[config.mk]
export PLATFORM = sky130hd
export DESIGN_NAME = fides192_ctrl
export DESIGN_NICKNAME = d
export VERILOG_FILES = /design/src/rtl/fides192_ctrl.sv
export SDC_FILE = /design/constraint.sdc
export NUM_CORES = 1
export LEC_CHECK = 0
export CORE_ASPECT_RATIO = 0.5
export CORE_UTILIZATION = 45
export CTS_BUF_LIST = sky130_fd_sc_hd__clkbuf_4 sky130_fd_sc_hd__clkbuf_8 sky130_fd_sc_hd__clkbuf_16
export DETAILED_ROUTE_END_ITERATION = 8
export DONT_BUFFER_PORTS = 1
export PLACE_DENSITY = 0.68
export SKIP_LAST_GASP = 1
export SLEW_MARGIN = 20
export SYNTH_ARGS = -nofsm -noshare
export SYNTH_HDL_FRONTEND = slang
export SYNTH_SLANG_ARGS = --single-unit
[constraint.sdc]
create_clock -name ck -period 1.8 [get_ports ck]
set_input_delay 0.18 -clock ck [delete_from_list [all_inputs] [get_ports ck]]
set_output_delay 0.18 -clock ck [all_outputs]
set_load 0.1 [all_outputs]
[src/rtl/fides192_ctrl.sv]
// FIDES-192 authenticated-encryption sequencer: INIT, AD, MSG, FIN and TAG phases with a round-constant LFSR.
// Optional protocol-error detection is enabled by defining FIDES192_CTRL_ERR_EN.
module fides192_ctrl #(
    parameter int unsigned NR_INIT = 16,
    parameter int unsigned NR_FIN  = 16
) (
    input  logic       ck,
    input  logic       rst,
    input  logic       start,
    input  logic [7:0] ad_len,
    input  logic [7:0] msg_len,
    input  logic       din_valid,
    output logic       din_ready,
    output logic       round_en,
    output logic       init,
    output logic       getdata,
    output logic       outc,
    output logic       final_o,
    output logic [5:0] rcon,
    output logic       busy,
    output logic       done,
    output logic       err
);

    typedef enum logic [2:0] {
        S_IDLE,
        S_INIT,
        S_AD,
        S_MSG,
        S_FIN,
        S_TAG
    } state_t;

    localparam logic [4:0] INIT_LAST = 5'(NR_INIT - 1);
    localparam logic [4:0] FIN_LAST  = 5'(NR_FIN - 1);

    state_t     r_state;
    state_t     w_next;
    logic [4:0] r_rnd;
    logic [7:0] r_ad_cnt;
    logic [7:0] r_msg_cnt;
    logic [5:0] r_rcon;

    always_comb begin
        w_next    = r_state;
        din_ready = 1'b0;
        round_en  = 1'b0;
        init      = 1'b0;
        getdata   = 1'b0;
        outc      = 1'b0;
        final_o   = 1'b0;
        done      = 1'b0;
        case (r_state)
            S_IDLE: begin
                if (start) w_next = S_INIT;
            end
            S_INIT: begin
                round_en = 1'b1;
                init     = (r_rnd == 5'd0);
                // Empty phases are skipped directly so no cycle is spent in them.
                if (r_rnd == INIT_LAST) begin
                    if (r_ad_cnt != 8'd0)       w_next = S_AD;
                    else if (r_msg_cnt != 8'd0) w_next = S_MSG;
                    else                        w_next = S_FIN;
                end
            end
            S_AD: begin
                din_ready = 1'b1;
                if (din_valid) begin
                    round_en = 1'b1;
                    getdata  = 1'b1;
                    if (r_ad_cnt == 8'd1) w_next = (r_msg_cnt != 8'd0) ? S_MSG : S_FIN;
                end
            end
            S_MSG: begin
                din_ready = 1'b1;
                if (din_valid) begin
                    round_en = 1'b1;
                    getdata  = 1'b1;
                    outc     = 1'b1;
                    if (r_msg_cnt == 8'd1) w_next = S_FIN;
                end
            end
            S_FIN: begin
                round_en = 1'b1;
                if (r_rnd == FIN_LAST) w_next = S_TAG;
            end
            S_TAG: begin
                final_o = 1'b1;
                done    = 1'b1;
                w_next  = S_IDLE;
            end
            default: w_next = S_IDLE;
        endcase
    end

    assign busy = (r_state != S_IDLE);
    assign rcon = r_rcon;

    always_ff @(posedge ck) begin
        if (rst) begin
            r_state   <= S_IDLE;
            r_rnd     <= '0;
            r_ad_cnt  <= '0;
            r_msg_cnt <= '0;
            r_rcon    <= '0;
        end else begin
            r_state <= w_next;

            // Round counter restarts whenever a fixed-length phase is left.
            if ((r_state == S_INIT || r_state == S_FIN) && w_next == r_state)
                r_rnd <= r_rnd + 5'd1;
            else
                r_rnd <= '0;

            if (r_state == S_IDLE && start) begin
                r_ad_cnt  <= ad_len;
                r_msg_cnt <= msg_len;
                r_rcon    <= 6'h01;
            end else begin
                if (round_en) r_rcon <= {r_rcon[4:0], r_rcon[5] ^ r_rcon[4]};
                if (r_state == S_AD && din_valid)  r_ad_cnt  <= r_ad_cnt - 8'd1;
                if (r_state == S_MSG && din_valid) r_msg_cnt <= r_msg_cnt - 8'd1;
            end
        end
    end

`ifdef FIDES192_CTRL_ERR_EN
    logic r_err;

    always_ff @(posedge ck) begin
        if (rst)
            r_err <= 1'b0;
        else if ((start && busy) || (din_valid && !din_ready && r_state != S_IDLE))
            r_err <= 1'b1;
    end

    assign err = r_err;
`else
    assign err = 1'b0;
`endif

endmodule

# After elaboration in Yosys (flattened, before gate mapping)
# Index checks and enable logic that the tools add are counted.
[totals]
in_bits = 20
out_inout_bits = 15
elab_cells = 60
ff_bits = 30
[op_classes]
addsub = 3
eq_ne = 9
bitwise_logic = 2
n_reduce_logical = 17
mux = 23
[ops]
columns = ["cell", "n"]
rows = [
  ["$mux W8", 4],
  ["$mux W3", 9],
  ["$eq A8 B1 Y1 const B", 2],
  ["$reduce_bool A8 Y1", 2],
  ["$sub A8 B1 Y8 const B", 2],
  ["$pmux W3 S5", 1],
  ["$mux W1", 8],
  ["$reduce_or A2 Y1", 4],
  ["$eq A3 B2 Y1 const B", 2],
  ["$eq A3 B3 Y1 const B", 2],
  ["$reduce_bool A2 Y1", 3],
  ["$add A5 B1 Y5 const B", 1],
  ["$eq A5 B4 Y1 const B", 1],
  ["$logic_not A5 Y1", 1],
  ["$logic_and A1 B1 Y1", 4],
  ["$eq A3 B1 Y1 const B", 1],
  ["$eq A3 B3 Y1", 1],
  ["$logic_not A3 Y1", 1],
  ["$reduce_bool A3 Y1", 1],
  ["$pmux W1 S2", 1],
  ["$logic_or A1 B1 Y1", 1],
  ["$not A1 Y1", 1],
  ["$xor A1 B1 Y1", 1],
]

# Depth between registers and ports, before layout
# Gate-level depths: netlist (run 1).
[logic_depth]
ltp_word = 9
depth_mapped = 8
depth_no_buf = 8

# Least setup slack after synthesis (run 1)
# No wires, ideal clock.
[synth_path]
path_kind = "register to output"
startpoint = "reg r_state[1]"
endpoint = "out getdata"
setup_slack_ns = -1.289
path_buffers = 1
required_time_ns = 1.620
arrival_time_ns = 2.909
path_stages_with_launch = 4
cell_sequence = "dfxtp_1 > buf_2 > nor2b_1 > and2_1"
[synth_via]
elab_chain_cells = 3
word_cells_on_any_way = 4
classes_between = "eq/ne: 2; mux: 1; reduce/logical: 1"
[synth_rtl]
columns = ["element", "line_no", "source"]
rows = [
  ["start: declaration", "37", "state_t r_state;"],
  ["start signal: assignment", "108", "r_state <= w_next;"],
  ["$eq A3 B2 Y1", "53", "case (r_state)"],
  ["$reduce_or A2 Y1 (no source line) *", "-", ""],
  ["$mux W1 *", "-", ""],
  ["end: declaration", "16", "output logic getdata,"],
]
# Mark *: on every way between the ends. The rest lies on a longest branch, timed or not.

# Worst setup path after layout (run 1)
[layout_path]
startpoint = "reg r_state[0]"
endpoint = "out round_en"
[layout_via]
elab_chain_cells = 3
word_cells_on_any_way = 7
classes_between = "eq/ne: 4; mux: 1; reduce/logical: 2"
[layout_rtl]
columns = ["element", "line_no", "source"]
rows = [
  ["$eq A3 B1 Y1, or another cell as far along", "53", ""],
  ["$reduce_or A2 Y1 (no source line)", "-", ""],
  ["$pmux W1 S2 *", "53", ""],
  ["end: declaration", "14", "output logic round_en,"],
]
# Marks and branches as above.

==> impl_metrics.json, run 1 <==
{
  "antenna_found_initial": 0,
  "synthSimpleGateAreaFrac_pct": 26.2,
  "fin_crit_ps": 1750,
  "power_density_nw_per_um2": 763,
  "finish.utilization_pct": 58.7,
  "wire_per_inst_um": 14.2,
  "grt_usage_pct": 19.8,
  "first_pass_iters": 4,
  "min_path_type": "in -> reg",
  "stdcell_count": 265,
  "routed_wirelength_um": 3760,
  "ys_seq_area_share_pct": 34.7,
  "outcome": "finished, final reports clean",
  "cts_num_sinks": 30,
  "avgSynthCellArea_um2": 8.74,
  "endpoint_kind": "output pin",
  "dr.first_iter.drc_count": 46,
  "cts_buffer_depth": 2,
  "clock-skew-final_ps": 4.66,
  "drc": 0,
  "antenna_cells": 0,
  "final-max-slew-violation-count": 0,
  "synthToLayoutAreaGrowth_pct": 20.3,
  "leakage_nw": 0.778,
  "vdd.ir_drop.worst_uv": 276,
  "maxCapViolCount": 0,
  "hold_viol": 0,
  "io_pins": 35,
  "slowest_stage": "dfxtp_1",
  "insertion_delay_ps": 280,
  "synth_area_um2": 1730,
  "critPathMaxStageDelay_ps": 370,
  "fillers": 315,
  "die_area_um2": 4110,
  "tightest_slew_ps": 1000,
  "hpwl_um": 2650,
  "grt_max_degree": 30,
  "die_h_um": 45.9,
  "worstSetupPathType": "reg -> out",
  "cp_num_buf_inv": 2,
  "grt_overflow": 0,
  "synthAdderAreaFrac_pct": 7.23,
  "setup_viol": 0,
  "cp_common_cell": "buf_4",
  "antenna_left": 0,
  "drive_gt1_share_pct": 24.3,
  "clkTransAtPathRegs_ps": 60,
  "max_freq_mhz": 571,
  "vias": 1437,
  "crit_family": "buffers and inverters",
  "grt_pass1_vias": 1319,
  "synth_top_family_by_area": "simple AND/OR/NAND/NOR gates",
  "cp.arrival_ps": 1570,
  "path_cells": "buf_4 > nor2b_2 > a21oi_1 > o22ai_4 > buf_4",
  "max_slew_margin_pct": 33.0,
  "synth.distinct_cells": 44,
  "yosys_warnings": 0,
  "initial_utilization_pct": 48.8,
  "synth_xor_area_share_pct": 8.10,
  "htree_levels": 2,
  "ys_ff_latch": 30,
  "grt_pass1_wl_um": 5980,
  "viasPerCell": 5.42,
  "cts_tree": "built",
  "cts_buffers": 5,
  "syn_nets": 228,
  "synthMuxAreaShare_pct": 4.05,
  "core_area_um2": 3550,
  "port_buffers": 0,
  "fp.dieW_um": 89.7,
  "synth-compound-area-share_pct": 13.1,
  "post_cts_buffers": 0,
  "row_count": 15,
  "syn_inst": 198,
  "cp_max_fo": 9,
  "post-route-period-util_pct": 97.3,
  "cts_root_buf": "clkbuf_8",
  "gp_congestion": 0.891,
  "dp.cells": 257,
  "cp.required_ps": 1620,
  "fin_nets": 244,
  "crit_path_start_kind": "register"
}
## worst reg2reg max path, cell delays in order, from the launching register on
cell	delay [ps]
dfxtp_2	350
ha_2	190
and3_4	180
ha_1	170
nand2_1	80
nor3_2	240
a22oi_1	140
o22a_1	170
a21oi_1	120
## path summary, 6_finish.rpt
| check | from | to | slack [ps] | cells past startpoint |
|---|---|---|---|---|
| hold reg to reg | r_msg_cnt[7]$_SDFFE_PP0P_ | r_msg_cnt[7]$_SDFFE_PP0P_ | 480 | 1 |
| setup / recovery | r_state[0]$_SDFF_PP0_ | round_en | 50 | 5 |
| setup reg to reg | r_rnd[1]$_SDFF_PP0_ | r_state[2]$_SDFF_PP0_ | 80 | 8 |
| hold / removal | ad_len[1] | r_ad_cnt[1]$_SDFFE_PP0P_ | 30 | 2 |
## cell usage in the layout, fill, tap and decap left out, drive strengths merged, types with 2 or more instances in the layout
cell     instances
xnor2            5
nand3           10
a2111oi          2
o211ai           3
a21oi            7
and3             3
nor2            23
nand2           10
or3              3
nor3            13
mux2i            7
and4             2
ha              10
nor2b            3
xor2            11
clkbuf           7
o21ai            2
a211oi          12
inv              9
dfxtp           30
and2             3
nor4             3
buf             22
nand4b           2
## power by group
| part | total (mW) | leakage, nW | switching, mW | internal, mW |
|---|---|---|---|---|
| Sequential | 0.739 | 0.247 | 0.0375 | 0.701 |
| Combinational | 0.318 | 0.486 | 0.204 | 0.114 |
| Clock | 0.531 | 0.0452 | 0.235 | 0.296 |
| Total | 1.59 | 0.778 | 0.477 | 1.11 |
## state kept, by name (all words and copies together) (netlist names)
signal / cells
rcon: 6
r_state: 3
r_msg_cnt: 8
r_ad_cnt: 8
r_rnd: 5
## per-layer routing
layer	GRT usage [%]	vias up	part of all wire, %
li1	-	723	-
met1	26.1	681	50
met2	30.3	28	45
met3	6.52	5	4.9
met4	7.62	0	0.72
met5	0	-	0
## cell families (layout without fill, tap and decap cells)
family          after synthesis  count (layout)
compound gates               30              30
fa+ha+maj                    10              10
flops                        30              30
buf+inv                      23              39
simple gates                 81              81
other cells                   1               1
mux                           7               7
xor+xnor                     16              16
## final cells by class
class,instances,area [µm²],share of cell area [%]
Clock buffer,7,83.8,4.03
Inverter,9,33.8,1.62
Timing Repair Buffer,23,225,10.8
Multi-Input combinational cell,145,1070,51.5
Tap cell,51,63.8,3.06
Sequential cell,30,603,29.0
## through the flow
step,setup TNS [ps],hold slack [ps],power (mW),instance area (µm²),worst slack [ps]
after detailed placement,0,251,1.05,1950,48.9
after CTS,0,-43.8,1.58,2040,10.8
final,0,33.8,1.59,2080,48.8
after global routing,-15.0,42.0,1.66,2080,-9.70
after global placement,0,249,1.04,1950,178
after floorplan,-74.1,316,0.989,1760,-60.9
## repair_timing
item	in CTS	in global routing
endpoints found under the hold margin	25	25
resized for setup	0	8
setup endpoints to repair	0	7
## Yosys cell counts, drive strengths merged
| library cell | number | share of area [%] |
|---|---|---|
| nand3 | 10 | 3.5 |
| ha | 10 | 7.2 |
| o211ai | 3 | 1.3 |
| clkbuf | 4 | 0.87 |
| a22oi | 1 | 0.43 |
| a211oi | 12 | 6.1 |
| o22a | 1 | 0.51 |
| conb | 1 | 0.22 |
| nor3 | 13 | 4.0 |
| and3 | 3 | 1.1 |
| nor4 | 3 | 1.8 |
| xnor2 | 5 | 2.5 |
| o21ai | 2 | 0.58 |
| o22ai | 1 | 0.72 |
| or3 | 3 | 1.1 |
| and4 | 2 | 1.0 |
| nor3b | 1 | 0.72 |
| nand4b | 2 | 1.0 |
| nor2b | 3 | 1.1 |
| nand4 | 1 | 0.36 |
| and2 | 3 | 1.1 |
| and4b | 1 | 0.58 |
| mux2i | 7 | 4.0 |
| a31oi | 1 | 0.36 |
| and4bb | 1 | 0.72 |
| buf | 10 | 3.5 |
| nor2 | 23 | 5.0 |
| a2111oi | 2 | 1.1 |
| nand2 | 10 | 2.2 |
| nand3b | 1 | 0.65 |
| xor2 | 11 | 5.6 |
| nand2b | 1 | 0.36 |
| inv | 9 | 2.0 |
| dfxtp | 30 | 35 |
| a21oi | 7 | 2.0 |
No activity file was read; power rests on OpenSTA's default activity.
==> inputs of run 2 (changes only) <==
--- a/config.mk
+++ b/config.mk
@@ -5,12 +5,12 @@
 export SDC_FILE = /design/constraint.sdc
 export NUM_CORES = 1
 export LEC_CHECK = 0
-export CORE_ASPECT_RATIO = 0.5
-export CORE_UTILIZATION = 45
+export CORE_ASPECT_RATIO = 0.6
+export CORE_UTILIZATION = 40
 export CTS_BUF_LIST = sky130_fd_sc_hd__clkbuf_4 sky130_fd_sc_hd__clkbuf_8 sky130_fd_sc_hd__clkbuf_16
 export DETAILED_ROUTE_END_ITERATION = 8
 export DONT_BUFFER_PORTS = 1
-export PLACE_DENSITY = 0.68
+export PLACE_DENSITY = 0.62
 export SKIP_LAST_GASP = 1
 export SLEW_MARGIN = 20
 export SYNTH_ARGS = -nofsm -noshare
==> constraint.sdc (replaced) <==
create_clock -name ck -period 1.9 [get_ports ck]
set_input_delay 0.19 -clock ck [delete_from_list [all_inputs] [get_ports ck]]
set_output_delay 0.19 -clock ck [all_outputs]
set_load 0.1 [all_outputs]
==> impl_metrics.json, run 2 (synthesized netlist as in run 1, its figures left out) <==
{
  "outcome": "finished, final reports clean",
  "core_area_um2": 4120,
  "io_pins": 35,
  "r2r_setup_slack_ps": 110,
  "cp_max_fo": 9,
  "viasPerCell": 5.20,
  "cts_buffer_depth": 2,
  "die_h_um": 52.9,
  "whs_path_depth": 2,
  "setup_viol": 0,
  "wire_per_inst_um": 13.7,
  "final_cell_mix": "29 x dfxtp_1, 23 x nor2_1, 19 x buf_4",
  "cts_num_sinks": 30,
  "grt_pass1_vias": 1258,
  "cts_tree": "built",
  "holdWs_ps": 24.0,
  "htree_levels": 2,
  "crit_path_start_kind": "register",
  "reg2regPathDepth": 8,
  "gp_congestion": 0.792,
  "endpoint_kind": "output pin",
  "grt_usage_pct": 18.4,
  "cts_buffers": 5,
  "hold_viol": 0,
  "power_frac_comb_pct": 18.3,
  "die_area_um2": 4600,
  "drc": 0,
  "vias": 1424,
  "cts_root_buf": "clkbuf_8",
  "clkTransAtPathRegs_ps": 70,
  "hpwl_um": 2640,
  "dr.first_iter.drc_count": 97,
  "cp.required_ps": 1710,
  "synthToLayoutAreaGrowth_pct": 18.2,
  "fin_nets": 243,
  "finish.utilization_pct": 49.6,
  "initial_utilization_pct": 42.0,
  "tightest_slew_ps": 1020,
  "min_path_type": "in -> reg",
  "fillers": 401,
  "power.internal_mw": 1.05,
  "max_freq_mhz": 554,
  "netSwitchingPower_mw": 0.490,
  "max_slew_margin_pct": 31.6,
  "grt_max_degree": 26,
  "grt_pass1_wl_um": 6150,
  "antenna_found_initial": 0,
  "antenna_cells": 0,
  "r2r_start": "r_rnd[0]$_SDFF_PP0_",
  "post_cts_buffers": 0,
  "dp.cells": 265,
  "port_buffers": 0,
  "power_density_nw_per_um2": 753,
  "cp.arrival_ps": 1610,
  "mostFrequentLayoutCell": "dfxtp_1",
  "row_count": 18,
  "multi_input_area_um2": 1050,
  "r2r-end": "r_state[2]$_SDFF_PP0_",
  "drive_gt1_share_pct": 22.0,
  "stdcell_count": 274,
  "maxCapViolCount": 0,
  "worstSetupPathType": "reg -> out",
  "seq_power_share_pct": 45.5,
  "fp.dieW_um": 86.9,
  "final-max-slew-violation-count": 0,
  "insertion_delay_ps": 290,
  "grt_overflow": 0,
  "leakage_nw": 0.766,
  "first_pass_iters": 4,
  "switching_share_pct": 31.8,
  "clock-skew-final_ps": 2.23,
  "antenna_left": 0,
  "post-route-period-util_pct": 95.0,
  "holdCritStartpoint": "msg_len[1]",
  "power_mw": 1.54,
  "routed_wirelength_um": 3760,
  "clkPwrFrac_pct": 36.2,
  "fin_crit_ps": 1800,
  "min_to": "r_msg_cnt[1]$_SDFFE_PP0P_",
  "vdd.ir_drop.worst_uv": 341,
  "seqCellArea_um2": 602
}
run 2: how the worst max path moves through the flow:
stage | startpoint | slack, ps | end | cells after the start
final | r_state[1]$_SDFF_PP0_ | 100 | round_en | 5
after detailed placement | r_rnd[0]$_SDFF_PP0_ | 90 | r_state[2]$_SDFF_PP0_ | 8
after floorplan | r_state[1]$_SDFF_PP0_ | -20 | getdata | 3
after CTS | r_rnd[0]$_SDFF_PP0_ | 50 | r_state[2]$_SDFF_PP0_ | 8
after global routing | r_rnd[0]$_SDFF_PP0_ | -30 | r_state[2]$_SDFF_PP0_ | 8
after global placement | r_rnd[0]$_SDFF_PP0_ | 90 | r_state[2]$_SDFF_PP0_ | 8
run 2: worst max-delay path: stages, from the launching register on:
cell,delay [ps]
dfxtp_2,380
buf_4,180
nor2b_1,220
a21oi_1,110
o22ai_4,120
buf_4,310
run 2: power by group through the flow:
stage | Combinational (mW) | Sequential [mW] | Clock [mW]
5_1_grt | 0.308 | 0.705 | 0.603
4_1_cts | 0.282 | 0.700 | 0.566
6_report | 0.282 | 0.701 | 0.558
3_5_place_dp | 0.269 | 0.714 | 0
3_3_place_gp | 0.268 | 0.713 | 0
2_1_floorplan | 0.211 | 0.723 | 0
run 2: stage by stage:
stage	TNS [ps]	instance area, µm²	setup slack (ps)
6_report	0	2050	95.1
2_1_floorplan	-16.6	1750	-16.6
3_3_place_gp	0	1930	90.9
3_5_place_dp	0	1930	93.3
5_1_grt	-29.1	2050	-29.1
4_1_cts	0	2030	50.1
run 2: area by class of cell:
| type | instances | share of cell area, % |
|---|---|---|
| clock buffers | 6 | 4.04 |
| clock inverters | 2 | 0.612 |
| inverters | 9 | 1.65 |
| multi-input cells | 145 | 51.2 |
| flip-flops and latches | 30 | 29.4 |
| well taps | 60 | 3.67 |
| repair buffers | 22 | 9.42 |
run 2: what timing repair did:
action,CTS,global route
hold endpoints to repair,25,0
gates resized for setup,0,3
hold buffers,1,0
endpoints found under the setup margin,0,8
run 2: routing by layer:
metal / vias up / track usage [%] / wire length, µm
li1: 719 / - / -
met1: 655 / 24.9 / 1950
met2: 44 / 25.3 / 1510
met3: 6 / 8.27 / 249
met4: 0 / 6.67 / 47
met5: - / 0 / 0
